<file path="src/rtl/elder_care_pkg.sv">
// Shared constants and types for the elder-care sensing blocks.
//   CLOCKS_PER_SECOND    : system clock rate (1 MHz)
//   PULSE_COUNT_W        : width of the per-window beat count
//   PULSE_WINDOW_SECONDS : beat counting window length
//   BPM_SCALE            : bpm = count * BPM_SCALE (60 s / 10 s window)
//   qual_state_t         : beat qualifier FSM states
package elder_care_pkg;

  localparam int CLOCKS_PER_SECOND    = 1_000_000;
  localparam int PULSE_COUNT_W        = 8;
  localparam int PULSE_WINDOW_SECONDS = 10;
  localparam int BPM_SCALE            = 6;

  typedef enum logic {
    ARMED   = 1'b0,
    REFRACT = 1'b1
  } qual_state_t;

  // Increment that sticks at all-ones.
  function automatic logic [PULSE_COUNT_W-1:0] sat_inc(input logic [PULSE_COUNT_W-1:0] v);
    return (&v) ? v : v + 1'b1;
  endfunction

endpackage

</file>
<file path="src/rtl/pulse_edge_qualifier.sv">
// Conditions the raw pulse line and qualifies beats.
//   clk, reset : system clock, async active-high reset
//   enable     : low forces the qualifier ARMED and suppresses beats
//   pulse_in   : raw sensor pulse, asynchronous to clk
//   beat       : one-cycle pulse for each accepted rising edge
// Two-flop synchronizer, previous-value flop for edge detect, then a
// refractory FSM that blocks re-triggers for REFRACTORY_CYCLES clocks.
module pulse_edge_qualifier
  import elder_care_pkg::*;
#(
  parameter int REFRACTORY_CYCLES = 250_000
) (
  input  logic clk,
  input  logic reset,
  input  logic enable,
  input  logic pulse_in,
  output logic beat
);

  localparam int RW = (REFRACTORY_CYCLES > 1) ? $clog2(REFRACTORY_CYCLES) : 1;
  localparam logic [RW-1:0] REF_LOAD = RW'(REFRACTORY_CYCLES - 1);

  logic          s1, s2, s3;
  qual_state_t   state;
  logic [RW-1:0] ref_tmr;
  logic          rise, armed;

  assign rise  = s2 & ~s3;
  // The last refractory cycle (timer at 0) already accepts a new edge, so
  // beats exactly REFRACTORY_CYCLES apart both count.
  assign armed = (state == ARMED) || (ref_tmr == '0);
  assign beat  = enable & rise & armed;

  always_ff @(posedge clk or posedge reset) begin
    if (reset) begin
      s1      <= 1'b0;
      s2      <= 1'b0;
      s3      <= 1'b0;
      state   <= ARMED;
      ref_tmr <= '0;
    end else begin
      s1 <= pulse_in;
      s2 <= s1;
      s3 <= s2;
      if (!enable) begin
        state   <= ARMED;
        ref_tmr <= '0;
      end else if (beat) begin
        state   <= REFRACT;
        ref_tmr <= REF_LOAD;
      end else if (state == REFRACT) begin
        if (ref_tmr == '0) state <= ARMED;
        else               ref_tmr <= ref_tmr - 1'b1;
      end
    end
  end

endmodule

</file>
<file path="src/rtl/pulse_window_counter.sv">
// Counts qualified heart beats over a fixed window and reports the count.
//   clk, reset     : system clock, async active-high reset
//   enable         : low idles the block and discards the running window
//   pulse_in       : raw sensor pulse, asynchronous to clk
//   pulse_count    : beats in the last completed window (saturates at 255)
//   count_valid    : one-cycle strobe when pulse_count updates
//   pulse_overflow : last completed window saturated
module pulse_window_counter
  import elder_care_pkg::*;
#(
  parameter int CLOCKS_PER_WINDOW = CLOCKS_PER_SECOND * PULSE_WINDOW_SECONDS,
  parameter int REFRACTORY_CYCLES = 250_000
) (
  input  logic                     clk,
  input  logic                     reset,
  input  logic                     enable,
  input  logic                     pulse_in,
  output logic [PULSE_COUNT_W-1:0] pulse_count,
  output logic                     count_valid,
  output logic                     pulse_overflow
);

  localparam int TW = $clog2(CLOCKS_PER_WINDOW);
  localparam logic [TW-1:0] WIN_LAST = TW'(CLOCKS_PER_WINDOW - 1);

  logic                     beat;
  logic [TW-1:0]            win_tmr;
  logic [PULSE_COUNT_W-1:0] run_cnt, cnt_next;
  logic                     run_ovf, ovf_next, terminal;

  pulse_edge_qualifier #(
    .REFRACTORY_CYCLES(REFRACTORY_CYCLES)
  ) u_qual (
    .clk     (clk),
    .reset   (reset),
    .enable  (enable),
    .pulse_in(pulse_in),
    .beat    (beat)
  );

  // Next-count values fold in a beat from the current cycle, so a beat on
  // the terminal cycle lands in the window being closed.
  assign terminal = (win_tmr == WIN_LAST);
  assign cnt_next = beat ? sat_inc(run_cnt) : run_cnt;
  assign ovf_next = run_ovf | (beat & (&run_cnt));

  always_ff @(posedge clk or posedge reset) begin
    if (reset) begin
      win_tmr        <= '0;
      run_cnt        <= '0;
      run_ovf        <= 1'b0;
      pulse_count    <= '0;
      count_valid    <= 1'b0;
      pulse_overflow <= 1'b0;
    end else if (!enable) begin
      win_tmr     <= '0;
      run_cnt     <= '0;
      run_ovf     <= 1'b0;
      count_valid <= 1'b0;
    end else if (terminal) begin
      win_tmr        <= '0;
      run_cnt        <= '0;
      run_ovf        <= 1'b0;
      pulse_count    <= cnt_next;
      pulse_overflow <= ovf_next;
      count_valid    <= 1'b1;
    end else begin
      win_tmr     <= win_tmr + 1'b1;
      run_cnt     <= cnt_next;
      run_ovf     <= ovf_next;
      count_valid <= 1'b0;
    end
  end

endmodule
</file>
<file path="config.mk">
export PLATFORM = sky130hd
export DESIGN_NAME = pulse_window_counter
export DESIGN_NICKNAME = d
export VERILOG_FILES = /design/src/rtl/elder_care_pkg.sv /design/src/rtl/pulse_edge_qualifier.sv /design/src/rtl/pulse_window_counter.sv
export SDC_FILE = /design/constraint.sdc
export NUM_CORES = 1
export LEC_CHECK = 0
export BUFFER_PORTS_ARGS = -buffer_cell sky130_fd_sc_hd__buf_2
export CAP_MARGIN = 5
export CORE_ASPECT_RATIO = 0.75
export CORE_MARGIN = 1.5
export CORE_UTILIZATION = 45
export DETAILED_ROUTE_END_ITERATION = 6
export PLACE_DENSITY = 0.63
export SYNTH_ARGS = -nofsm -noshare
export SYNTH_HDL_FRONTEND = slang
export SYNTH_SLANG_ARGS = --single-unit
</file>
<file path="constraint.sdc">
create_clock -name clk -period 3.1 [get_ports clk]
set_input_delay 0.62 -clock clk [delete_from_list [all_inputs] [get_ports clk]]
set_output_delay 0.62 -clock clk [all_outputs]
set_load 0.03 [all_outputs]
</file>
# Word level (Yosys, flattened, before mapping)
# Cells that the tools add are included.
[totals] ff_bits=65 input_bits=4 output_inout_bits=10 elab_cells=47
[classes] n_addsub=3 n_eq_ne=3 mux=18 bitwise=7 n_reduce_logical=5
[ops] operator="$mux W18" count=4
[ops] operator="$mux W24" count=2
[ops] operator="$mux W8" count=4
[ops] operator="$add A24 B1 Y24 const B" count=1
[ops] operator="$eq A24 B24 Y1 const B" count=1
[ops] operator="$logic_not A18 Y1" count=1
[ops] operator="$sub A18 B1 Y18 const B" count=1
[ops] operator="$add A8 B1 Y8 const B" count=1
[ops] operator="$mux W1" count=8
[ops] operator="$reduce_and A8 Y1" count=1
[ops] operator="$and A1 B1 Y1" count=4
[ops] operator="$reduce_and A2 Y1" count=2
[ops] operator="$ne A3 B1 Y1 const B" count=1
[ops] operator="$ne A3 B3 Y1 const B" count=1
[ops] operator="$not A1 Y1" count=2
[ops] operator="$logic_or A1 B1 Y1" count=1
[ops] operator="$or A1 B1 Y1" count=1

# Longest topological paths before layout
# Gate-level depths: netlist of run 1.
[depth] word_depth=8 depth_mapped=9 depth_no_buf=7

# By module
# Synthesis of run 1 repeated with hierarchy kept, for this count alone.
[hier_totals] hier_cells=352 hier_area_um2=3515.9
[modules_own_cells] mod="pulse_window_counter" instances=1 cells_each=210 area_each_um2=2153.3 seq_area_each_um2=1076.0
[modules_own_cells] mod="pulse_edge_qualifier" instances=1 cells_each=142 area_each_um2=1362.6 seq_area_each_um2=550.5

# Worst setup path before layout of run 1
# Ideal clock, no wire load.
[synth_path] kind="reg-to-reg" from="register u_qual.ref_tmr[0]" to="register pulse_count[4]" setup_ns=0.082 arrival_ns=2.132 path_slack_ns=0.887 stages_incl_launch_ff=9 path_buffers=1 period_less_slack_ns=2.213 path_cell_list="dfrtp_1 -> inv_1 -> ha_1 -> nor3b_2 -> nand4b_4 -> o21a_1 -> buf_6 -> or4_4 -> a31oi_1"
[synth_between] elab_chain_len=4
[synth_lines] element="start: declaration" line="pulse_edge_qualifier.sv:25" text="logic [RW-1:0] ref_tmr;"
[synth_lines] element="start signal: assignment" line="pulse_edge_qualifier.sv:53" text="else ref_tmr <= ref_tmr - 1'b1;"
[synth_lines] element="$logic_not A18 Y1" line="pulse_edge_qualifier.sv:31" text="assign armed = (state == ARMED) || (ref_tmr == '0);"
[synth_lines] element="$logic_or A1 B1 Y1" line="pulse_edge_qualifier.sv:31"
[synth_lines] element="$and A1 B1 Y1" line="pulse_edge_qualifier.sv:32" text="assign beat = enable & rise & armed;"
[synth_lines] element="$mux W8" line="pulse_window_counter.sv:44" text="assign cnt_next = beat ? sat_inc(run_cnt) : run_cnt;"
[synth_lines] element="end signal: assignment" line="pulse_window_counter.sv:64" text="pulse_count <= cnt_next;"
[synth_lines] element="end: declaration" line="pulse_window_counter.sv:18" text="output logic [PULSE_COUNT_W-1:0] pulse_count,"
# No other way between the ends.
# A chain may end at the register's enable or synchronous reset.

# Worst setup path after layout of run 1
[layout_path] from="register u_qual.ref_tmr[0]" to="register pulse_count[3]"
# The elaborated chain is that of the path after synthesis.

==> reports/metrics.yaml, run 1 <==
critPathMaxStageDelay_ps: 620
maxSlewHeadroom_pct: 52.69
ctsResizeCount: 0
drcViolationCount: 0
antenna_found_initial: 0
cts_root_buffer: "clkbuf_8"
hold_class: "input pin to async pin"
die_x_microns: 102.3
avgRoutedWirePerCell_microns: 15.55
intPower_mw: 1.392
initialDrtViolationCount: 135
fin_nets: 379
drv_cap: 0
grt_pass1_wl_mm: 12.86
path_cells: "inv_1 > ha_1 > nor3b_2 > nand4b_4 > o21a_1 > or4_1 > a31oi_1"
finalSetupViolations: 0
dp_slack_ps: 502.2
fmaxAchievable_mhz: 376.3
fill_cells: 637
syn2layout_area_growth_pct: 12.48
status: "complete, no violations"
ys.flop_type: "dfrtp_1"
worstPathArrival_ps: 2930
dpl.hpwl_mm: 5.067
fp.coreArea_sq_um: 6994
post_synth.cell_area_avg_sq_um: 9.486
async_reset_ff_share_pct: 100.0
globalRouteOverflowTotal: 0
crit_type: "flop to flop"
whs_ps: 338.8
cts_tree: "yes"
row_count: 26
clock_latency_ps: 350
synth_top_area_cell: "dfrtp_1"
p_comb_share_pct: 14.7
die_area_sq_um: 7929
grt_use_total_pct: 20.97
mostFrequentLayoutCell: "dfrtp_1"
clk_pin_slew_ps: 80
gp_congestion: 0.7819
post_cts_buffers: 0
yosysTopAreaCellShare_pct: 48.85
p_sw_share_pct: 29.79
start_util_pct: 47.60
min_period_over_period_pct: 85.71
min_period_ps: 2657
ir_drop_uv: 280.1
fin_ws_ps: 442.9
syn_inst: 351
finalPower_mw: 1.982
p_seq_share_pct: 46.8
num_vias: 2684
clkPwrFrac_pct: 38.5
p_switching_mw: 0.5905
syn_area_sq_um: 3329
synthesis.nets: 358
tns_ps: 0
ys_types: 52
drive_gt1_share_pct: 13.00
avgViaCountPerCell: 5.651
rsz0062_at_grt: "no"
synth.area.top_cells: "dfrtp_1 (49%), nor2_1 (5.0%), a21oi_1 (3.8%), xnor2_1 (3.4%), nand2_1 (3.0%)"
finClkSkew_ps: 8.692
final_cell_mix: "dfrtp_1 (65), nor2_1 (44), nand2_1 (27)"
ys_ff_latch: 65
tightestPinTransition_ps: 709.6
finish.utilization_pct: 53.54
die_height_microns: 77.49
finalMaxSlewViolations: 0
wl_mm: 7.385
leakage_nw: 1.581
yosysWarningCount: 0
cts_buffer_depth: 2
numCtsBuffers: 9
postRouteAntennaNets: 0
htree_levels: 3
io_buffers: 13
seq_area_frac_synth_pct: 48.85
cp-start-kind: "flop"
grt_start_max_net_pins: 30
hold_viol: 0
synth-edff-count: 0
critPathSlowestCell: "or4_1"
crit_fanout: 21
critPathRequiredTime_ps: 3370
antennaDiodeCount: 0
grt_pass1_vias: 2590
hold_buffers: 0
io_pins: 14
clock_sinks: 65
power_density_nw_per_um2: 529.3
drtPass1Iterations: 4
critPathCaptureType: "flop"
## synth_stat cells, types with 4 or more instances
cell       n
dfrtp_1   65
nor2_1    44
nand2_1   27
a21oi_1   25
nor3_1    17
inv_1     13
xnor2_1   13
a31oi_1   11
clkbuf_1  10
nand4_1   10
o31ai_1   10
nand3_1    9
o21ai_0    9
or3_1      7
or4_1      7
xor2_1     6
a311oi_1   5
a21o_1     4
and4_1     4
## power by group through the flow
| stage | Combinational, mW | Sequential [mW] | Clock [mW] |
|---|---|---|---|
| after CTS | 0.290 | 0.926 | 0.783 |
| after global placement | 0.287 | 0.941 | 0 |
| after detailed placement | 0.289 | 0.943 | 0 |
| after global routing | 0.331 | 0.934 | 0.824 |
| after floorplan | 0.222 | 0.935 | 0 |
| final | 0.291 | 0.927 | 0.763 |
## through the flow
step           cell area [sq um]  std cells
5_1_grt                     3745        475
2_1_floorplan               3329        351
6_report                    3745        475
3_5_place_dp                3535        459
3_3_place_gp                3535        459
4_1_cts                     3745        475
## worst max-delay path: cells and delay by family, from the launching register on
family,cells,cell delay [ps]
AND/OR/NAND/NOR,3,1230
AO/OA/AOI/OAI,2,660
flip-flops,1,410
adder cells (fa/ha/maj),1,210
buffers and inverters,1,70
## routing by layer
metal	wire (microns)	track usage (%)
met5	0	0
met3	217	5.766
met1	3963	31.65
met2	3148	29.40
met4	55	5.616
## registers in the layout, summed over array words and instances (netlist names)
register / flops
u_qual.ref_tmr: 18
pulse_overflow: 1
u_qual.s2: 1
u_qual.s1: 1
win_tmr: 24
u_qual.state: 1
u_qual.s3: 1
run_cnt: 8
run_ovf: 1
pulse_count: 8
count_valid: 1
## final cells by class
| type | instances | area [sq um] | area share, % |
|---|---|---|---|
| Clock buffer | 10 | 137.6 | 3.675 |
| Tap cell | 98 | 122.6 | 3.274 |
| Inverter | 14 | 52.55 | 1.403 |
| Clock inverter | 6 | 72.57 | 1.938 |
| Multi-Input combinational cell | 260 | 1600 | 42.73 |
| Sequential cell | 65 | 1627 | 43.43 |
| Timing Repair Buffer | 22 | 132.6 | 3.542 |
## cells by family (layout without fill, tap and decap cells)
kind of cell | count (synthesis) | count (layout) | share of synthesized area (%)
simple gates | 158 | 158 | 26.61
compound gates | 80 | 80 | 15.22
flops | 65 | 65 | 48.85
buf+inv | 26 | 52 | 3.194
xor+xnor | 19 | 19 | 4.998
fa+ha+maj | 3 | 3 | 1.128
## worst paths after layout
kind	from	slack, ps	cells past startpoint	to
max in group asynchronous	reset	2050	3	u_qual.ref_tmr[9]
setup reg to reg	u_qual.ref_tmr[0]	440	7	pulse_count[3]
hold reg to reg	u_qual.s1	360	0	u_qual.s2
setup / recovery	u_qual.ref_tmr[0]	440	7	pulse_count[3]
hold / removal	reset	340	2	win_tmr[17]
min in group clk	u_qual.s1	360	0	u_qual.s2
Note: power is estimated with default switching activity, not from simulation.
==> inputs of run 2 (changes only) <==
==> constraint.sdc (replaced) <==
create_clock -name clk -period 2.8 [get_ports clk]
set_input_delay 0.56 -clock clk [delete_from_list [all_inputs] [get_ports clk]]
set_output_delay 0.56 -clock clk [all_outputs]
set_load 0.03 [all_outputs]
==> reports/metrics.yaml, run 2 (same netlist as run 1, synthesis figures left out) <==
die_area_sq_um: 7929  # unchanged
met1_usage_pct: 31.81  # +0.17 points
min_period_ps: 2481  # -175.8 ps
grt_start_max_net_pins: 66  # +120%
die_height_microns: 77.49  # unchanged
crit_type: "flop to flop"
clock_latency_ps: 350  # about the same
avgViaCountPerCell: 5.685  # +0.61%
use_met2_pct: 28.87  # -0.53 points
ctsResizeCount: 0  # unchanged
min_period_over_period_pct: 88.62  # +2.9 points
critPathMaxStageDelay_ps: 600  # -20 ps
tightestPinTransition_ps: 816.9  # +107.3 ps
maxSlewHeadroom_pct: 45.54  # -7.2 points
cp-start-kind: "flop"
row_count: 26  # unchanged
leakage_nw: 1.594  # +0.82%
fin_ws_ps: 318.7  # -124.2 ps
syn2layout_area_growth_pct: 12.74
drcViolationCount: 0  # unchanged
finalMaxSlewViolations: 0  # unchanged
gp_congestion: 0.8227  # +5.2%
grt_use_total_pct: 21.10  # +0.13 points
numCtsBuffers: 9  # unchanged
hold_class: "input pin to flop"
cts_buffer_depth: 2  # unchanged
antenna_found_initial: 0  # unchanged
power_density_nw_per_um2: 572.2  # +8.1%
top_register: "win_tmr"
grt_pass1_wl_mm: 12.79  # -0.54%
top_usage_layer: "met1"
ir_drop_uv: 343.8  # +23%
crit_fanout: 17  # -19%
drtPass1Iterations: 4  # unchanged
io_pins: 14  # unchanged
worstPathArrival_ps: 2750  # -180 ps
met3_usage_pct: 6.216  # +0.45 points
start_util_pct: 47.60  # unchanged
postRouteAntennaNets: 0  # unchanged
critPathSlowestCell: "or4_1"
dp_slack_ps: 346.5  # -155.7 ps
hold_viol: 0  # unchanged
post_cts_buffers: 0  # unchanged
critPathCaptureType: "flop"
finClkSkew_ps: 7.646  # -1.047 ps
wl_mm: 7.469  # +1.1%
antennaDiodeCount: 0  # unchanged
status: "complete, no violations"
drv_cap: 0  # unchanged
initialDrtViolationCount: 141  # +4.4%
num_vias: 2723  # +1.5%
drive_gt1_share_pct: 13.12  # +0.13 points
clk_pin_slew_ps: 70  # about the same
tns_ps: 0  # unchanged
die_x_microns: 102.3  # unchanged
fin_nets: 383  # +1.1%
cts_tree: "yes"
placed_cells: 463  # +0.87%
largestRegisters: "win_tmr x24, u_qual.ref_tmr x18"
htree_levels: 3  # unchanged
largest_reg_flops: 24  # unchanged
dpl.hpwl_mm: 5.097  # +0.59%
rsz0062_at_grt: "no"
fmaxAchievable_mhz: 403.0  # +7.1%
final_cell_mix: "dfrtp_1 (65), nor2_1 (44), nand2_1 (27)"
finalSetupViolations: 0  # unchanged
globalRouteOverflowTotal: 0  # unchanged
instances_no_fill: 479  # +0.84%
clock_sinks: 65  # unchanged
avgRoutedWirePerCell_microns: 15.59  # +0.29%
grt_pass1_vias: 2591  # +0.039%
io_buffers: 13  # unchanged
path_cells: "inv_1 > ha_1 > nor3b_2 > nand4b_4 > o21a_1 > or4_1 > a31oi_1"
fill_cells: 647  # +1.6%
mostFrequentLayoutCell: "dfrtp_1"
fp.coreArea_sq_um: 6994  # unchanged
finish.utilization_pct: 53.67  # +0.13 points
hold_buffers: 0  # unchanged
critPathRequiredTime_ps: 3070  # -300 ps
whs_ps: 312.4  # -26.42 ps
cts_root_buffer: "clkbuf_8"
run 2: cell count changes in the layout (fill, tap and decap cells not counted), sizes merged:
cell	change
buf	+4
clkbuf	+3
inv	-3
clkinv	+1
clkinvlp	-1
run 2: critical path: cells and delay by family, from the launching register on:
| kind | cells | cell delay [ps] |
|---|---|---|
| compound gates | 2 | 620 |
| simple gates | 3 | 1110 |
| buf+inv | 1 | 70 |
| fa+ha+maj | 1 | 200 |
| flops | 1 | 410 |
run 2: power breakdown:
group / internal [mW] / switching [mW] / total [mW]
clock network: 0.434 / 0.352 / 0.785
registers: 0.977 / 0.0514 / 1.03
logic: 0.129 / 0.205 / 0.334
run 2: final cells by class:
class	instances	area (sq um)	area share (%)
flip-flops and latches	65	1627	43.33
multi-input cells	260	1600	42.63
repair buffers	26	162.7	4.333
clock buffers	13	148.9	3.967
well taps	98	122.6	3.267
inverters	14	52.55	1.400
clock inverters	3	40.04	1.067
run 2: worst paths after layout:
check / startpoint / end / slack [ps] / cells after the start
setup / recovery: u_qual.ref_tmr[0] / pulse_count[3] / 320 / 7
hold / removal: pulse_in / u_qual.s1 / 310 / 1
setup reg to reg: u_qual.ref_tmr[0] / pulse_count[3] / 320 / 7
hold reg to reg: u_qual.s1 / u_qual.s2 / 350 / 0
max in group asynchronous: reset / win_tmr[4] / 1830 / 3
min in group asynchronous: reset / pulse_overflow / 440 / 3
run 2: layer usage:
| metal | vias up | routed length, microns |
|---|---|---|
| met4 | 0 | 117 |
| met5 | - | 0 |
| met1 | 1324 | 3932 |
| li1 | 1348 | - |
| met3 | 10 | 278 |
| met2 | 41 | 3141 |
run 2: metrics by stage:
stage | cell area, sq um | total power [mW]
final | 3754 | 2.148
after global routing | 3754 | 2.260
after CTS | 3754 | 2.171
after detailed placement | 3565 | 1.377
after global placement | 3565 | 1.371
after floorplan | 3329 | 1.281
==> inputs of run 3 (changes only) <==
--- a/config.mk
+++ b/config.mk
@@ -5,13 +5,13 @@
 export SDC_FILE = /design/constraint.sdc
 export NUM_CORES = 1
 export LEC_CHECK = 0
-export BUFFER_PORTS_ARGS = -buffer_cell sky130_fd_sc_hd__buf_2
 export CAP_MARGIN = 5
 export CORE_ASPECT_RATIO = 0.75
 export CORE_MARGIN = 1.5
 export CORE_UTILIZATION = 45
 export DETAILED_ROUTE_END_ITERATION = 6
-export PLACE_DENSITY = 0.63
+export DONT_BUFFER_PORTS = 1
+export PLACE_DENSITY = 0.62
 export SYNTH_ARGS = -nofsm -noshare
 export SYNTH_HDL_FRONTEND = slang
 export SYNTH_SLANG_ARGS = --single-unit
==> reports/metrics.yaml, run 3 (same netlist as run 1, synthesis figures left out) <==
rsz0062_at_grt: "no"
drtPass1Iterations: 4  # unchanged
grt_pass1_wl_mm: 12.29  # -3.9%
grt_use_total_pct: 19.66  # -1.4 points
clk_pin_slew_ps: 80  # about the same
mostFrequentLayoutCell: "dfrtp_1"
critPathRequiredTime_ps: 3070  # about the same
wl_mm: 7.116  # -4.7%
start_util_pct: 47.60  # unchanged
avgRoutedWirePerCell_microns: 15.37  # -1.4%
maxSlewHeadroom_pct: 53.76  # +8.2 points
fill_cells: 637  # -1.5%
htree_levels: 3  # unchanged
io_pins: 14  # unchanged
finalMaxSlewViolations: 0  # unchanged
clock_sinks: 65  # unchanged
min_period_over_period_pct: 85.92  # -2.7 points
fin_ws_ps: 394.4  # +75.68 ps
fin_nets: 367  # -4.2%
drv_cap: 0  # unchanged
leakage_nw: 1.542  # -3.3%
ctsResizeCount: 0  # unchanged
critPathCaptureType: "flop"
initialDrtViolationCount: 143  # +1.4%
final_area_sq_um: 3732  # -0.57%
crit_fanout: 16  # -1
grt_start_max_net_pins: 36  # -45%
finalSetupViolations: 0  # unchanged
crit_type: "flop to flop"
avgViaCountPerCell: 5.728  # +0.76%
gp_congestion: 0.8490  # +3.2%
postRouteAntennaNets: 0  # unchanged
row_count: 26  # unchanged
tns_ps: 0  # unchanged
grt_pass1_vias: 2519  # -2.8%
fmaxAchievable_mhz: 415.7  # +3.1%
io_buffers: 0  # -13
min_period_ps: 2406  # -75.68 ps
whs_ps: 210.2  # -102.2 ps
die_x_microns: 102.3  # unchanged
power_density_nw_per_um2: 623.6  # +9.0%
placed_cells: 447  # -3.5%
top_register: "win_tmr"
placed_area_sq_um: 3490  # -2.1%
finClkSkew_ps: 13.59  # +5.944 ps
worstPathArrival_ps: 2680  # -70 ps
num_vias: 2652  # -2.6%
syn2layout_area_growth_pct: 12.10
fp.coreArea_sq_um: 6994  # unchanged
instances_no_fill: 463  # -3.3%
hold_class: "input pin to async pin"
largestRegisters: "win_tmr x24, u_qual.ref_tmr x18"
post_cts_buffers: 0  # unchanged
status: "complete, no violations"
numCtsBuffers: 9  # unchanged
clock_latency_ps: 340  # about the same
drcViolationCount: 0  # unchanged
finalPower_mw: 2.327  # +8.4%
dp_slack_ps: 400.6  # +54.11 ps
die_height_microns: 77.49  # unchanged
die_area_sq_um: 7929  # unchanged
cts_buffer_depth: 2  # unchanged
drive_gt1_share_pct: 9.863  # -3.3 points
antenna_found_initial: 0  # unchanged
finish.utilization_pct: 53.36  # -0.30 points
dpl.hpwl_mm: 4.825  # -5.3%
antennaDiodeCount: 0  # unchanged
globalRouteOverflowTotal: 0  # unchanged
largest_reg_flops: 24  # unchanged
tightestPinTransition_ps: 692.6  # -124.2 ps
final_cell_mix: "dfrtp_1 (65), nor2_1 (44), nand2_1 (27)"
hold_buffers: 0  # unchanged
hold_viol: 0  # unchanged
cts_tree: "yes"
cp-start-kind: "flop"
cts_root_buffer: "clkbuf_8"
ir_drop_uv: 537.3  # +56%
-- run 3: cell types whose count changed in the layout (fill, tap and decap cells not counted) --
cell,change
clkinvlp_4,+1
clkinv_2,-2
bufinv_16,+2
clkinv_4,+1
buf_12,+1
buf_4,-4
inv_6,+1
clkbuf_1,-2
buf_2,-13
clkbuf_8,-1
-- run 3: layout make-up --
class                   count  area (sq um)  area share [%]
well taps                  98         122.6           3.285
multi-input cells         260          1600           42.88
inverters                  14         52.55           1.408
clock inverters             6         115.1           3.084
repair buffers             10         87.58           2.347
clock buffers              10         127.6           3.419
flip-flops and latches     65          1627           43.58
-- run 3: per-layer routing --
metal	vias to the layer above	track usage, %	routed length (microns)
li1	1322	-	-
met1	1256	29.28	3714
met2	66	27.09	2926
met3	8	4.775	397
met4	0	7.808	78
met5	-	0	0
-- run 3: final timing paths --
check / start / endpoint / slack (ps) / cells after the start
max: u_qual.ref_tmr[0] / pulse_count[3] / 390 / 7
max in group asynchronous: reset / win_tmr[8] / 1970 / 2
max reg2reg: u_qual.ref_tmr[0] / pulse_count[3] / 390 / 7
min in group clk: pulse_in / u_qual.s1 / 250 / 0
min reg2reg: u_qual.s1 / u_qual.s2 / 360 / 0
min: reset / u_qual.ref_tmr[9] / 210 / 1
-- run 3: report_power, final --
| part | total, mW | switching [mW] | internal, mW |
|---|---|---|---|
| logic | 0.319 | 0.198 | 0.122 |
| registers | 1.03 | 0.0584 | 0.976 |
| clock network | 0.974 | 0.377 | 0.596 |
-- run 3: critical path: stages (launching register included) --
cell and delay, ps:
dfrtp_1 410, inv_1 70, ha_1 200, nor3b_2 280, nand4b_4 200, o21a_1 420, or4_1 580, a31oi_1 170
